===== src/rtl/uc_bus_master_if.sv =====
// Host command/response and cartridge SRAM bus signals for uc_bus_master.
interface uc_bus_master_if;
  logic        cmd_valid;
  logic        cmd_ready;
  logic [1:0]  cmd_op;
  logic [14:0] cmd_addr;
  logic [7:0]  cmd_wdata;
  logic        rsp_valid;
  logic [7:0]  rsp_rdata;
  logic        rsp_err;
  logic [7:0]  uc_data_o;
  logic        uc_data_oe;
  logic [7:0]  uc_data_i;
  logic        uc_read;
  logic        uc_write;
  logic        set_addr_lo;
  logic        set_addr_hi;
  logic        strobe_addr;
  logic        uc_ack;

  modport master (
    input  cmd_valid, cmd_op, cmd_addr, cmd_wdata,
    input  uc_data_i, uc_ack,
    output cmd_ready, rsp_valid, rsp_rdata, rsp_err,
    output uc_data_o, uc_data_oe, uc_read, uc_write,
    output set_addr_lo, set_addr_hi, strobe_addr
  );

  modport slave (
    output cmd_valid, cmd_op, cmd_addr, cmd_wdata,
    output uc_data_i, uc_ack,
    input  cmd_ready, rsp_valid, rsp_rdata, rsp_err,
    input  uc_data_o, uc_data_oe, uc_read, uc_write,
    input  set_addr_lo, set_addr_hi, strobe_addr
  );
endinterface


===== src/rtl/uc_bus_master.sv =====
// Sequences host commands into cartridge SRAM bus handshakes.
// Optional UC_ADDR_CACHE_EN skips address phases on a shadow-address hit.
module uc_bus_master #(
  parameter int unsigned SETUP_CYCLES   = 2,
  parameter int unsigned STROBE_CYCLES  = 2,
  parameter int unsigned TIMEOUT_CYCLES = 1023
) (
  input logic        clk,
  input logic        reset_n,
  uc_bus_master_if.master bus
);

  typedef enum logic [2:0] {
    IDLE, ALO, AHI, REQ, REL, INC, RESP
  } state_e;

  localparam logic [3:0] PH_ADDR_END = 4'(SETUP_CYCLES + STROBE_CYCLES);
  localparam logic [3:0] PH_SETUP    = 4'(SETUP_CYCLES);
  localparam logic [3:0] PH_STROBE   = 4'(STROBE_CYCLES);
  localparam logic [9:0] TMO_END     = 10'(TIMEOUT_CYCLES);

  state_e      state_q, state_d;
  logic [3:0]  ph_q, ph_d;
  logic [9:0]  tmo_q, tmo_d, tmo_inc;
  logic        seen_q, seen_d;
  logic [1:0]  op_q, op_d;
  logic [14:0] addr_q, addr_d;
  logic [7:0]  wdata_q, wdata_d;
  logic        err_q, err_d;
  logic [7:0]  rdata_q, rdata_d;
  logic [14:0] shadow_q, shadow_d;
  logic        shv_q, shv_d;
  logic        ack_s1_q, ack_s2_q;

  logic       rdy_q, rdy_d, rv_q, rv_d, re_q, re_d;
  logic [7:0] do_q, do_d;
  logic       oe_q, oe_d, rd_q, rd_d, wr_q, wr_d;
  logic       lo_q, lo_d, hi_q, hi_d, stb_q, stb_d;

  assign tmo_inc = tmo_q + 10'd1;

  always_comb begin
    state_d  = state_q;
    ph_d     = ph_q;
    tmo_d    = '0;
    seen_d   = seen_q;
    op_d     = op_q;
    addr_d   = addr_q;
    wdata_d  = wdata_q;
    err_d    = err_q;
    rdata_d  = rdata_q;
    shadow_d = shadow_q;
    shv_d    = shv_q;
    unique case (state_q)
      IDLE: if (bus.cmd_valid) begin
        op_d    = bus.cmd_op;
        addr_d  = bus.cmd_addr;
        wdata_d = bus.cmd_wdata;
        err_d   = 1'b0;
        ph_d    = '0;
        if (bus.cmd_op == 2'b11) begin
          err_d   = 1'b1;
          state_d = RESP;
        end
`ifdef UC_ADDR_CACHE_EN
        else if (bus.cmd_op != 2'b00 && shv_q &&
                 bus.cmd_addr == shadow_q) begin
          state_d = REQ;
          seen_d  = !ack_s2_q;
        end
`endif
        else begin
          state_d = ALO;
        end
      end
      ALO: begin
        ph_d = ph_q + 4'd1;
        if (ph_q == PH_ADDR_END) begin
          ph_d    = '0;
          state_d = AHI;
        end
      end
      AHI: begin
        ph_d = ph_q + 4'd1;
        if (ph_q == PH_ADDR_END) begin
          ph_d     = '0;
          shadow_d = addr_q;
          shv_d    = 1'b1;
          if (op_q == 2'b00) begin
            state_d = RESP;
          end else begin
            state_d = REQ;
            seen_d  = !ack_s2_q;
          end
        end
      end
      // a stale high ack must drop before it can complete the request
      REQ: begin
        if (!ack_s2_q) seen_d = 1'b1;
        if (ack_s2_q && seen_q) begin
          if (op_q == 2'b10) rdata_d = bus.uc_data_i;
          ph_d    = '0;
          state_d = REL;
        end else if (tmo_inc == TMO_END) begin
          err_d   = 1'b1;
          shv_d   = 1'b0;
          state_d = RESP;
        end else begin
          tmo_d = tmo_inc;
        end
      end
      REL: begin
        if (!ack_s2_q) begin
          ph_d    = '0;
          state_d = INC;
        end else if (tmo_inc == TMO_END) begin
          err_d   = 1'b1;
          shv_d   = 1'b0;
          state_d = RESP;
        end else begin
          tmo_d = tmo_inc;
          ph_d  = 4'd1;
        end
      end
      INC: begin
        ph_d = ph_q + 4'd1;
        if (ph_q == PH_STROBE) begin
          ph_d     = '0;
          shadow_d = shadow_q + 15'd1;
          state_d  = RESP;
        end
      end
      RESP: state_d = IDLE;
      default: state_d = IDLE;
    endcase
  end

  always_comb begin
    rdy_d = (state_d == IDLE);
    rv_d  = 1'b0;
    re_d  = 1'b0;
    do_d  = '0;
    oe_d  = 1'b0;
    rd_d  = 1'b0;
    wr_d  = 1'b0;
    lo_d  = 1'b0;
    hi_d  = 1'b0;
    stb_d = 1'b0;
    unique case (state_d)
      ALO, AHI: begin
        oe_d  = 1'b1;
        lo_d  = (state_d == ALO);
        hi_d  = (state_d == AHI);
        do_d  = (state_d == ALO) ? addr_d[7:0]
                                 : {1'b0, addr_d[14:8]};
        stb_d = (ph_d >= PH_SETUP) && (ph_d < PH_ADDR_END);
      end
      REQ: begin
        if (op_d == 2'b01) begin
          oe_d = 1'b1;
          do_d = wdata_d;
          wr_d = 1'b1;
        end else begin
          rd_d = 1'b1;
        end
      end
      REL: if (op_d == 2'b01 && ph_d == 4'd0) begin
        oe_d = 1'b1;
        do_d = wdata_d;
      end
      INC:  stb_d = (ph_d < PH_STROBE);
      RESP: begin
        rv_d = 1'b1;
        re_d = err_d;
      end
      default: ;
    endcase
  end

  always_ff @(posedge clk) begin
    if (!reset_n) begin
      state_q  <= IDLE;
      ph_q     <= '0;
      tmo_q    <= '0;
      seen_q   <= 1'b0;
      op_q     <= '0;
      addr_q   <= '0;
      wdata_q  <= '0;
      err_q    <= 1'b0;
      rdata_q  <= '0;
      shadow_q <= '0;
      shv_q    <= 1'b0;
      ack_s1_q <= 1'b0;
      ack_s2_q <= 1'b0;
      rdy_q    <= 1'b0;
      rv_q     <= 1'b0;
      re_q     <= 1'b0;
      do_q     <= '0;
      oe_q     <= 1'b0;
      rd_q     <= 1'b0;
      wr_q     <= 1'b0;
      lo_q     <= 1'b0;
      hi_q     <= 1'b0;
      stb_q    <= 1'b0;
    end else begin
      state_q  <= state_d;
      ph_q     <= ph_d;
      tmo_q    <= tmo_d;
      seen_q   <= seen_d;
      op_q     <= op_d;
      addr_q   <= addr_d;
      wdata_q  <= wdata_d;
      err_q    <= err_d;
      rdata_q  <= rdata_d;
      shadow_q <= shadow_d;
      shv_q    <= shv_d;
      ack_s1_q <= bus.uc_ack;
      ack_s2_q <= ack_s1_q;
      rdy_q    <= rdy_d;
      rv_q     <= rv_d;
      re_q     <= re_d;
      do_q     <= do_d;
      oe_q     <= oe_d;
      rd_q     <= rd_d;
      wr_q     <= wr_d;
      lo_q     <= lo_d;
      hi_q     <= hi_d;
      stb_q    <= stb_d;
    end
  end

  assign bus.cmd_ready   = rdy_q;
  assign bus.rsp_valid   = rv_q;
  assign bus.rsp_err     = re_q;
  assign bus.rsp_rdata   = rdata_q;
  assign bus.uc_data_o   = do_q;
  assign bus.uc_data_oe  = oe_q;
  assign bus.uc_read     = rd_q;
  assign bus.uc_write    = wr_q;
  assign bus.set_addr_lo = lo_q;
  assign bus.set_addr_hi = hi_q;
  assign bus.strobe_addr = stb_q;

endmodule


===== src/flat_wrapper.sv =====
// flat-port wrapper written by rule: the top's interface ports become plain ports
module uc_bus_master_flat 
#(
  parameter int unsigned SETUP_CYCLES   = 2,
  parameter int unsigned STROBE_CYCLES  = 2,
  parameter int unsigned TIMEOUT_CYCLES = 1023
)
  (clk, reset_n, bus_cmd_valid, bus_cmd_op, bus_cmd_addr, bus_cmd_wdata, bus_uc_data_i, bus_uc_ack, bus_cmd_ready, bus_rsp_valid, bus_rsp_rdata, bus_rsp_err, bus_uc_data_o, bus_uc_data_oe, bus_uc_read, bus_uc_write, bus_set_addr_lo, bus_set_addr_hi, bus_strobe_addr);
  uc_bus_master_if bus_i ();
  input logic clk;
  input logic reset_n;
  input wire logic [$bits(bus_i.cmd_valid)-1:0] bus_cmd_valid;
  input wire logic [$bits(bus_i.cmd_op)-1:0] bus_cmd_op;
  input wire logic [$bits(bus_i.cmd_addr)-1:0] bus_cmd_addr;
  input wire logic [$bits(bus_i.cmd_wdata)-1:0] bus_cmd_wdata;
  input wire logic [$bits(bus_i.uc_data_i)-1:0] bus_uc_data_i;
  input wire logic [$bits(bus_i.uc_ack)-1:0] bus_uc_ack;
  output wire logic [$bits(bus_i.cmd_ready)-1:0] bus_cmd_ready;
  output wire logic [$bits(bus_i.rsp_valid)-1:0] bus_rsp_valid;
  output wire logic [$bits(bus_i.rsp_rdata)-1:0] bus_rsp_rdata;
  output wire logic [$bits(bus_i.rsp_err)-1:0] bus_rsp_err;
  output wire logic [$bits(bus_i.uc_data_o)-1:0] bus_uc_data_o;
  output wire logic [$bits(bus_i.uc_data_oe)-1:0] bus_uc_data_oe;
  output wire logic [$bits(bus_i.uc_read)-1:0] bus_uc_read;
  output wire logic [$bits(bus_i.uc_write)-1:0] bus_uc_write;
  output wire logic [$bits(bus_i.set_addr_lo)-1:0] bus_set_addr_lo;
  output wire logic [$bits(bus_i.set_addr_hi)-1:0] bus_set_addr_hi;
  output wire logic [$bits(bus_i.strobe_addr)-1:0] bus_strobe_addr;
  assign bus_i.cmd_valid = bus_cmd_valid;
  assign bus_i.cmd_op = bus_cmd_op;
  assign bus_i.cmd_addr = bus_cmd_addr;
  assign bus_i.cmd_wdata = bus_cmd_wdata;
  assign bus_i.uc_data_i = bus_uc_data_i;
  assign bus_i.uc_ack = bus_uc_ack;
  assign bus_cmd_ready = bus_i.cmd_ready;
  assign bus_rsp_valid = bus_i.rsp_valid;
  assign bus_rsp_rdata = bus_i.rsp_rdata;
  assign bus_rsp_err = bus_i.rsp_err;
  assign bus_uc_data_o = bus_i.uc_data_o;
  assign bus_uc_data_oe = bus_i.uc_data_oe;
  assign bus_uc_read = bus_i.uc_read;
  assign bus_uc_write = bus_i.uc_write;
  assign bus_set_addr_lo = bus_i.set_addr_lo;
  assign bus_set_addr_hi = bus_i.set_addr_hi;
  assign bus_strobe_addr = bus_i.strobe_addr;
  uc_bus_master #(.SETUP_CYCLES(SETUP_CYCLES), .STROBE_CYCLES(STROBE_CYCLES), .TIMEOUT_CYCLES(TIMEOUT_CYCLES)) u_core (.clk(clk), .reset_n(reset_n), .bus(bus_i));
endmodule

===== config.mk =====
export PLATFORM = sky130hd
export DESIGN_NAME = uc_bus_master_flat
export DESIGN_NICKNAME = d
export VERILOG_FILES = /design/src/rtl/uc_bus_master_if.sv /design/src/rtl/uc_bus_master.sv /design/src/flat_wrapper.sv
export SDC_FILE = /design/constraint.sdc
export NUM_CORES = 1
export LEC_CHECK = 0
export BUFFER_PORTS_ARGS = -buffer_cell sky130_fd_sc_hd__buf_2
export CAP_MARGIN = 10
export CORE_MARGIN = 2
export CORE_UTILIZATION = 55
export DETAILED_ROUTE_END_ITERATION = 6
export PLACE_DENSITY = 0.91
export SLEW_MARGIN = 20
export SYNTH_ARGS = -nofsm -noshare
export SYNTH_HDL_FRONTEND = slang
export SYNTH_SLANG_ARGS = --single-unit

===== constraint.sdc =====
create_clock -name clk -period 4.8 [get_ports clk]
set_input_delay 0.72 -clock clk [delete_from_list [all_inputs] [get_ports clk]]
set_output_delay 0.72 -clock clk [all_outputs]
set_load 0.05 [all_outputs]

==> results of run 1 <==
## layout make-up
class / count / area [µm²] / area share, %
inverter: 8 / 30.03 / 0.8027
sequential: 71 / 1421 / 37.99
clock buffer: 11 / 131.4 / 3.512
tap: 72 / 90.09 / 2.408
timing repair buffer: 64 / 327.8 / 8.763
clock inverter: 5 / 81.33 / 2.174
multi-input combinational: 238 / 1659 / 44.35
## logic make-up after synthesis
logic type / Yosys count / share of synthesized area, %
AO/OA/AOI/OAI: 61 / 16.40
adder cells (fa/ha/maj): 5 / 1.976
XOR/XNOR: 9 / 2.489
flip-flops: 71 / 44.88
buffers and inverters: 24 / 3.200
multiplexers: 33 / 10.43
AND/OR/NAND/NOR: 130 / 20.62
## state kept, by name, summed over array words and instances, names as in the netlist, 2 cells and up
register,cells
u_core.wdata_q,8
u_core.bus.rsp_rdata,8
u_core.bus.uc_data_o,8
u_core.op_q,2
u_core.state_q,3
u_core.addr_q,15
u_core.tmo_q,10
u_core.ph_q,4
## where the power goes
part	leakage [nW]	total [mW]	switching [mW]	internal (mW)
Combinational	0.830	0.234	0.146	0.0878
Clock	0.104	0.518	0.224	0.294
Sequential	0.578	0.641	0.0204	0.621
## worst max path at each step
stage | depth (start not counted) | endpoint | start | slack, ps
3_3_place_gp | 8 | u_core.bus.uc_data_o[5] | bus_cmd_valid | 1820
4_1_cts | 7 | u_core.bus.uc_data_o[6] | u_core.state_q[1] | 1770
3_5_place_dp | 8 | u_core.bus.uc_data_o[6] | bus_cmd_valid | 1600
2_1_floorplan | 9 | u_core.bus.uc_data_o[7] | u_core.tmo_q[0] | 2470
6_report | 7 | u_core.bus.uc_data_o[6] | u_core.state_q[1] | 1730
5_1_grt | 7 | u_core.bus.uc_data_o[6] | u_core.state_q[1] | 1540
## metal layers
| metal | share of wire (%) | global-route usage, % | up-vias |
|---|---|---|---|
| li1 | - | - | 1294 |
| met2 | 47 | 37.25 | 101 |
| met5 | 0 | 0 | - |
| met3 | 6.1 | 5.656 | 22 |
| met1 | 44 | 31.04 | 1229 |
| met4 | 3.0 | 10.85 | 0 |
## cell usage after synthesis, types with 2 or more instances
library cell | count | area (µm²)
dfxtp_1 | 71 | 1421
nor2_1 | 61 | 229.0
mux2i_1 | 33 | 330.3
nand2_1 | 19 | 71.32
a21oi_1 | 9 | 45.04
buf_2 | 9 | 45.04
o22ai_1 | 9 | 56.30
o21ai_0 | 8 | 40.04
clkbuf_1 | 7 | 26.28
inv_1 | 7 | 26.28
nand3_1 | 7 | 35.03
o32a_1 | 6 | 60.06
and2_1 | 5 | 31.28
ha_1 | 5 | 62.56
nand2b_1 | 5 | 31.28
xnor2_1 | 5 | 43.79
a211oi_1 | 4 | 30.03
nand3b_1 | 4 | 30.03
nor3_1 | 4 | 20.02
xor2_1 | 4 | 35.03
and3_1 | 3 | 18.77
nand4b_1 | 3 | 26.28
nor2b_1 | 3 | 18.77
o21a_1 | 3 | 22.52
a211oi_2 | 2 | 25.02
a21oi_2 | 2 | 17.52
nand4_1 | 2 | 12.51
nor4_1 | 2 | 12.51
o211ai_2 | 2 | 25.02
o31ai_4 | 2 | 42.54
==> impl_metrics.tcl, run 1 <==
set metrics [dict create \
    drt_pass1_iterations 4 \
    dpl_cell_area_mm2 0.003528 \
    dp.cells 453 \
    status "finished, final reports clean" \
    cts_tree "yes" \
    syn_area_mm2 0.003167 \
    syn2layout_area_growth_pct 18.14 \
    synthesis.nets 375 \
    ys_warn_count 0 \
    root_buffer "clkbuf_8" \
    rsz0062_at_grt "false" \
    reg2reg_depth 7 \
    final_common_cell "dfxtp_1" \
    fin_ws_ps 1726 \
    synth_edf_count 0 \
    timing.reg2reg.setup_slack_ps 1730 \
    design_area_mm2 0.003741 \
    pre_cts_ws_ps 1603 \
    ios 62 \
    grt_pass1_vias 2515 \
    fin_crit_sh_pct 64.04 \
    final_antenna_net_count 0 \
    instances_no_fill 469 \
    peakVddDrop_uv 256.1 \
    finalSetupTns_ps 0 \
    arrival_ps 3280 \
    syn-mean-instance-area_um2 9.510 \
    synth_seq_cells 71 \
    powerDensity_mw_per_mm2 372.4 \
    fin_skew_ps 10.70 \
    die_y_um 79.88 \
    die_area_mm2 0.006381 \
    worstHoldStart "u_core.ack_s1_q" \
    gp_congestion 0.9078 \
    start_util_pct 57.16 \
    r2r_start "u_core.state_q[1]" \
    diodes 0 \
    hold_depth 1 \
    post-cts-setup-buffers 0 \
    cts_buffers 9 \
    endpoint_kind "register" \
    post_synth_num_cell_types 57 \
    slew_viol_final 0 \
    crit_buf_inv 0 \
    p_total_mw 1.393 \
    io_buffers 61 \
    drtIter0Drc 239 \
    synthArstFlopShare_pct 0 \
    via_per_inst 5.642 \
    syn_inst 333 \
    crit_type "register to register" \
    setup_viol 0 \
    worst_pin_slew_ps 1068 \
    cts_resized 0 \
    grt_overflow 0 \
    worstPathRequired_ps 5010 \
    path_max_fanout 13 \
    rows 27 \
    core_region_area_mm2 0.005540 \
    grt_pass1_wl_um 11780 \
    nets 434 \
    wl_um 7269 \
    antenna_found_initial 0 \
    fin_crit_ps 3074 \
    crit_slowest_cell "nor4b_4" \
    fin_util_pct 67.52 \
    critical-path-max-stage-delay_ps 980 \
    clk_pin_slew_ps 70 \
    vias 2646 \
    grt_use_total_pct 23.79 \
    nFillCells 429 \
    mostFrequentLayoutCells "dfxtp_1 (71), nor2_1 (61), buf_2 (61)" \
    slew_headroom_pct 28.53 \
    hold_violations 0 \
    cts_sinks 71 \
    max-clock-path-buffers 2 \
    path_delay_family "simple AND/OR/NAND/NOR gates" \
    power_leakage_nw 1.512 \
    max_cap_violations 0 \
    drt-wirelength-per-cell_um 15.50 \
    dp_hpwl_um 5107 \
    r2r_end "u_core.bus.uc_data_o[6]" \
    startpoint_type "register" \
    min_path_type "register to register" \
    grt_max_degree 44 \
    hold_buffers 0 \
    timing.hold.ws_ps 435.7 \
    route.detailed.drc 0 \
    insertion_delay_ps 350 \
    drive_gt1_share_pct 25.19 \
    path_cells "nor4b_4 > nor2b_1 > a211oi_1 > o31ai_4 > nand2_1 > o211ai_2 > o22ai_1" \
    ys_seq_area_share_pct 44.88 \
    htree_levels 3 \
    whs_endpoint "u_core.ack_s2_q" \
    ys.flop_type "dfxtp_1" \
    fmax_mhz 325.3 \
    die_w_um 79.88 \
]
(Power assumes the default switching activity.)
==> run 2: changes to the inputs <==
==> constraint.sdc (replaced) <==
create_clock -name clk -period 3.2 [get_ports clk]
set_input_delay 0.48 -clock clk [delete_from_list [all_inputs] [get_ports clk]]
set_output_delay 0.48 -clock clk [all_outputs]
set_load 0.05 [all_outputs]
==> run 2 against run 1 <==
Against the previous run:
- sequential power up 50%
- non-clock buffer count unchanged
- clock skew about the same
- flip-flop and latch count stayed put
- worst setup slack worse by 1200 ps
- clock power increased by 54%
- die area stayed put
- worst hold slack worse by 100 ps
- critical endpoint is now u_core.bus.rsp_err
- total power rose by 51%
- critical path type unchanged
- sequential share of layout area down 0.063 points
==> impl_metrics.tcl, run 2 (synthesis gave the netlist of run 1 again) <==
set metrics [dict create \
    status "finished, final reports clean" \
    drt-wirelength-per-cell_um 15.69 \
    max_cap_violations 0 \
    worst_pin_slew_ps 577.1 \
    die_y_um 79.88 \
    fin_skew_ps 10.98 \
    largest_registers "u_core.addr_q: 15 flops, u_core.tmo_q: 10 flops" \
    combPwrFrac_pct 16.7 \
    worstPathRequired_ps 3400 \
    p_int_mw 1.502 \
    grt_pass1_wl_um 12000 \
    path_max_fanout 16 \
    grt_overflow 0 \
    die_area_mm2 0.006381 \
    mostFrequentLayoutCells "dfxtp_1 (71), nor2_1 (61), buf_2 (61)" \
    startpoint_type "register" \
    switching_power_uw 607.3 \
    grt_use_total_pct 24.76 \
    clk_pin_slew_ps 80 \
    regMostFlops "u_core.addr_q" \
    timing.hold.ws_ps 332.8 \
    diodes 0 \
    antenna_found_initial 0 \
    root_buffer "clkbuf_8" \
    crit_type "register to register" \
    hold_depth 2 \
    min_path_type "input pin to register" \
    drtIter0Drc 238 \
    fin_crit_sh_pct 83.48 \
    slew_headroom_pct 61.30 \
    grt_max_degree 44 \
    drt_pass1_iterations 4 \
    setup_viol 0 \
    rows 27 \
    die_w_um 79.88 \
    p_sw_share_pct 28.79 \
    htree_levels 3 \
    path_cells "nand2b_1 > or4_1 > o21ai_0 > a211oi_2 > nand2_1 > nor4_1" \
    nets 434 \
    post-cts-setup-buffers 0 \
    cts_buffers 9 \
    hold_buffers 0 \
    slew_viol_final 0 \
    power_frac_seq_pct 45.6 \
    final_antenna_net_count 0 \
    vias 2721 \
    nFillCells 420 \
    endpoint_kind "register" \
    largest_reg_flops 15 \
    peakVddDrop_uv 447.0 \
    dp_hpwl_um 5174 \
    arrival_ps 2870 \
    critical-path-max-stage-delay_ps 670 \
    power_leakage_nw 1.517 \
    ios 62 \
    max-clock-path-buffers 2 \
    wl_um 7359 \
    crit_slowest_cell "dfxtp_1" \
    rsz0062_at_grt "false" \
    fin_crit_ps 2671 \
    pwr-share-clk_pct 37.7 \
    syn2layout_area_growth_pct 18.33 \
    powerDensity_mw_per_mm2 562.9 \
    route.detailed.drc 0 \
    cts_tree "yes" \
    pre_cts_ws_ps 634.2 \
    fin_ws_ps 528.7 \
    via_per_inst 5.802 \
    drive_gt1_share_pct 25.69 \
    io_buffers 61 \
    final_common_cell "dfxtp_1" \
    hold_violations 0 \
    core_region_area_mm2 0.005540 \
    cts_sinks 71 \
    cts_resized 0 \
    reg2reg_depth 6 \
    gp_congestion 0.9296 \
    finalSetupTns_ps 0 \
    start_util_pct 57.16 \
    fmax_mhz 374.3 \
    grt_pass1_vias 2667 \
    insertion_delay_ps 360 \
]
run 2: area by class of cell:
| class | count | area (µm²) | share of cell area (%) |
|---|---|---|---|
| tap | 72 | 90.09 | 2.404 |
| inverter | 8 | 30.03 | 0.8013 |
| sequential | 71 | 1421 | 37.93 |
| clock inverter | 7 | 95.09 | 2.538 |
| multi-input combinational | 238 | 1659 | 44.27 |
| timing repair buffer | 64 | 327.8 | 8.748 |
| clock buffer | 9 | 123.9 | 3.306 |
run 2: worst paths after layout:
kind	start	endpoint	slack, ps
max	u_core.state_q[2]	u_core.bus.rsp_err	530
min	bus_uc_ack	u_core.ack_s1_q	330
max reg2reg	u_core.state_q[2]	u_core.bus.rsp_err	530
min reg2reg	u_core.ack_s1_q	u_core.ack_s2_q	440
run 2: through the flow:
| step | power, mW | util, % | cell area (µm²) | std cells |
|---|---|---|---|---|
| after floorplan | 1.236 | - | 3167 | 333 |
| after detailed placement | 1.324 | 63.69 | 3528 | 453 |
| after CTS | 2.111 | 67.64 | 3747 | 469 |
| after global placement | 1.311 | 63.69 | 3528 | 453 |
| after global routing | 2.188 | 67.64 | 3747 | 469 |
| final | 2.109 | 67.64 | 3747 | 469 |
run 2: routing by layer:
| layer | wire, µm | global-route usage [%] |
|---|---|---|
| met3 | 511 | 5.204 |
| met4 | 250 | 17.12 |
| met2 | 3659 | 40.92 |
| met5 | 0 | 0 |
| met1 | 2937 | 28.41 |
run 2: critical path: cells and delay by family, from the launching register on:
kind,cells,cell delay (ps)
and+or+nand+nor,4,1330
AOI/OAI and AO/OA,2,490
DFF,1,670
run 2: power by group through the flow:
stage	clock network [mW]	registers [mW]	logic, mW
finish	0.796	0.962	0.352
global route	0.841	0.966	0.381
CTS	0.801	0.961	0.349
detailed placement	0	0.981	0.344
global placement	0	0.978	0.332
floorplan	0	1.01	0.224
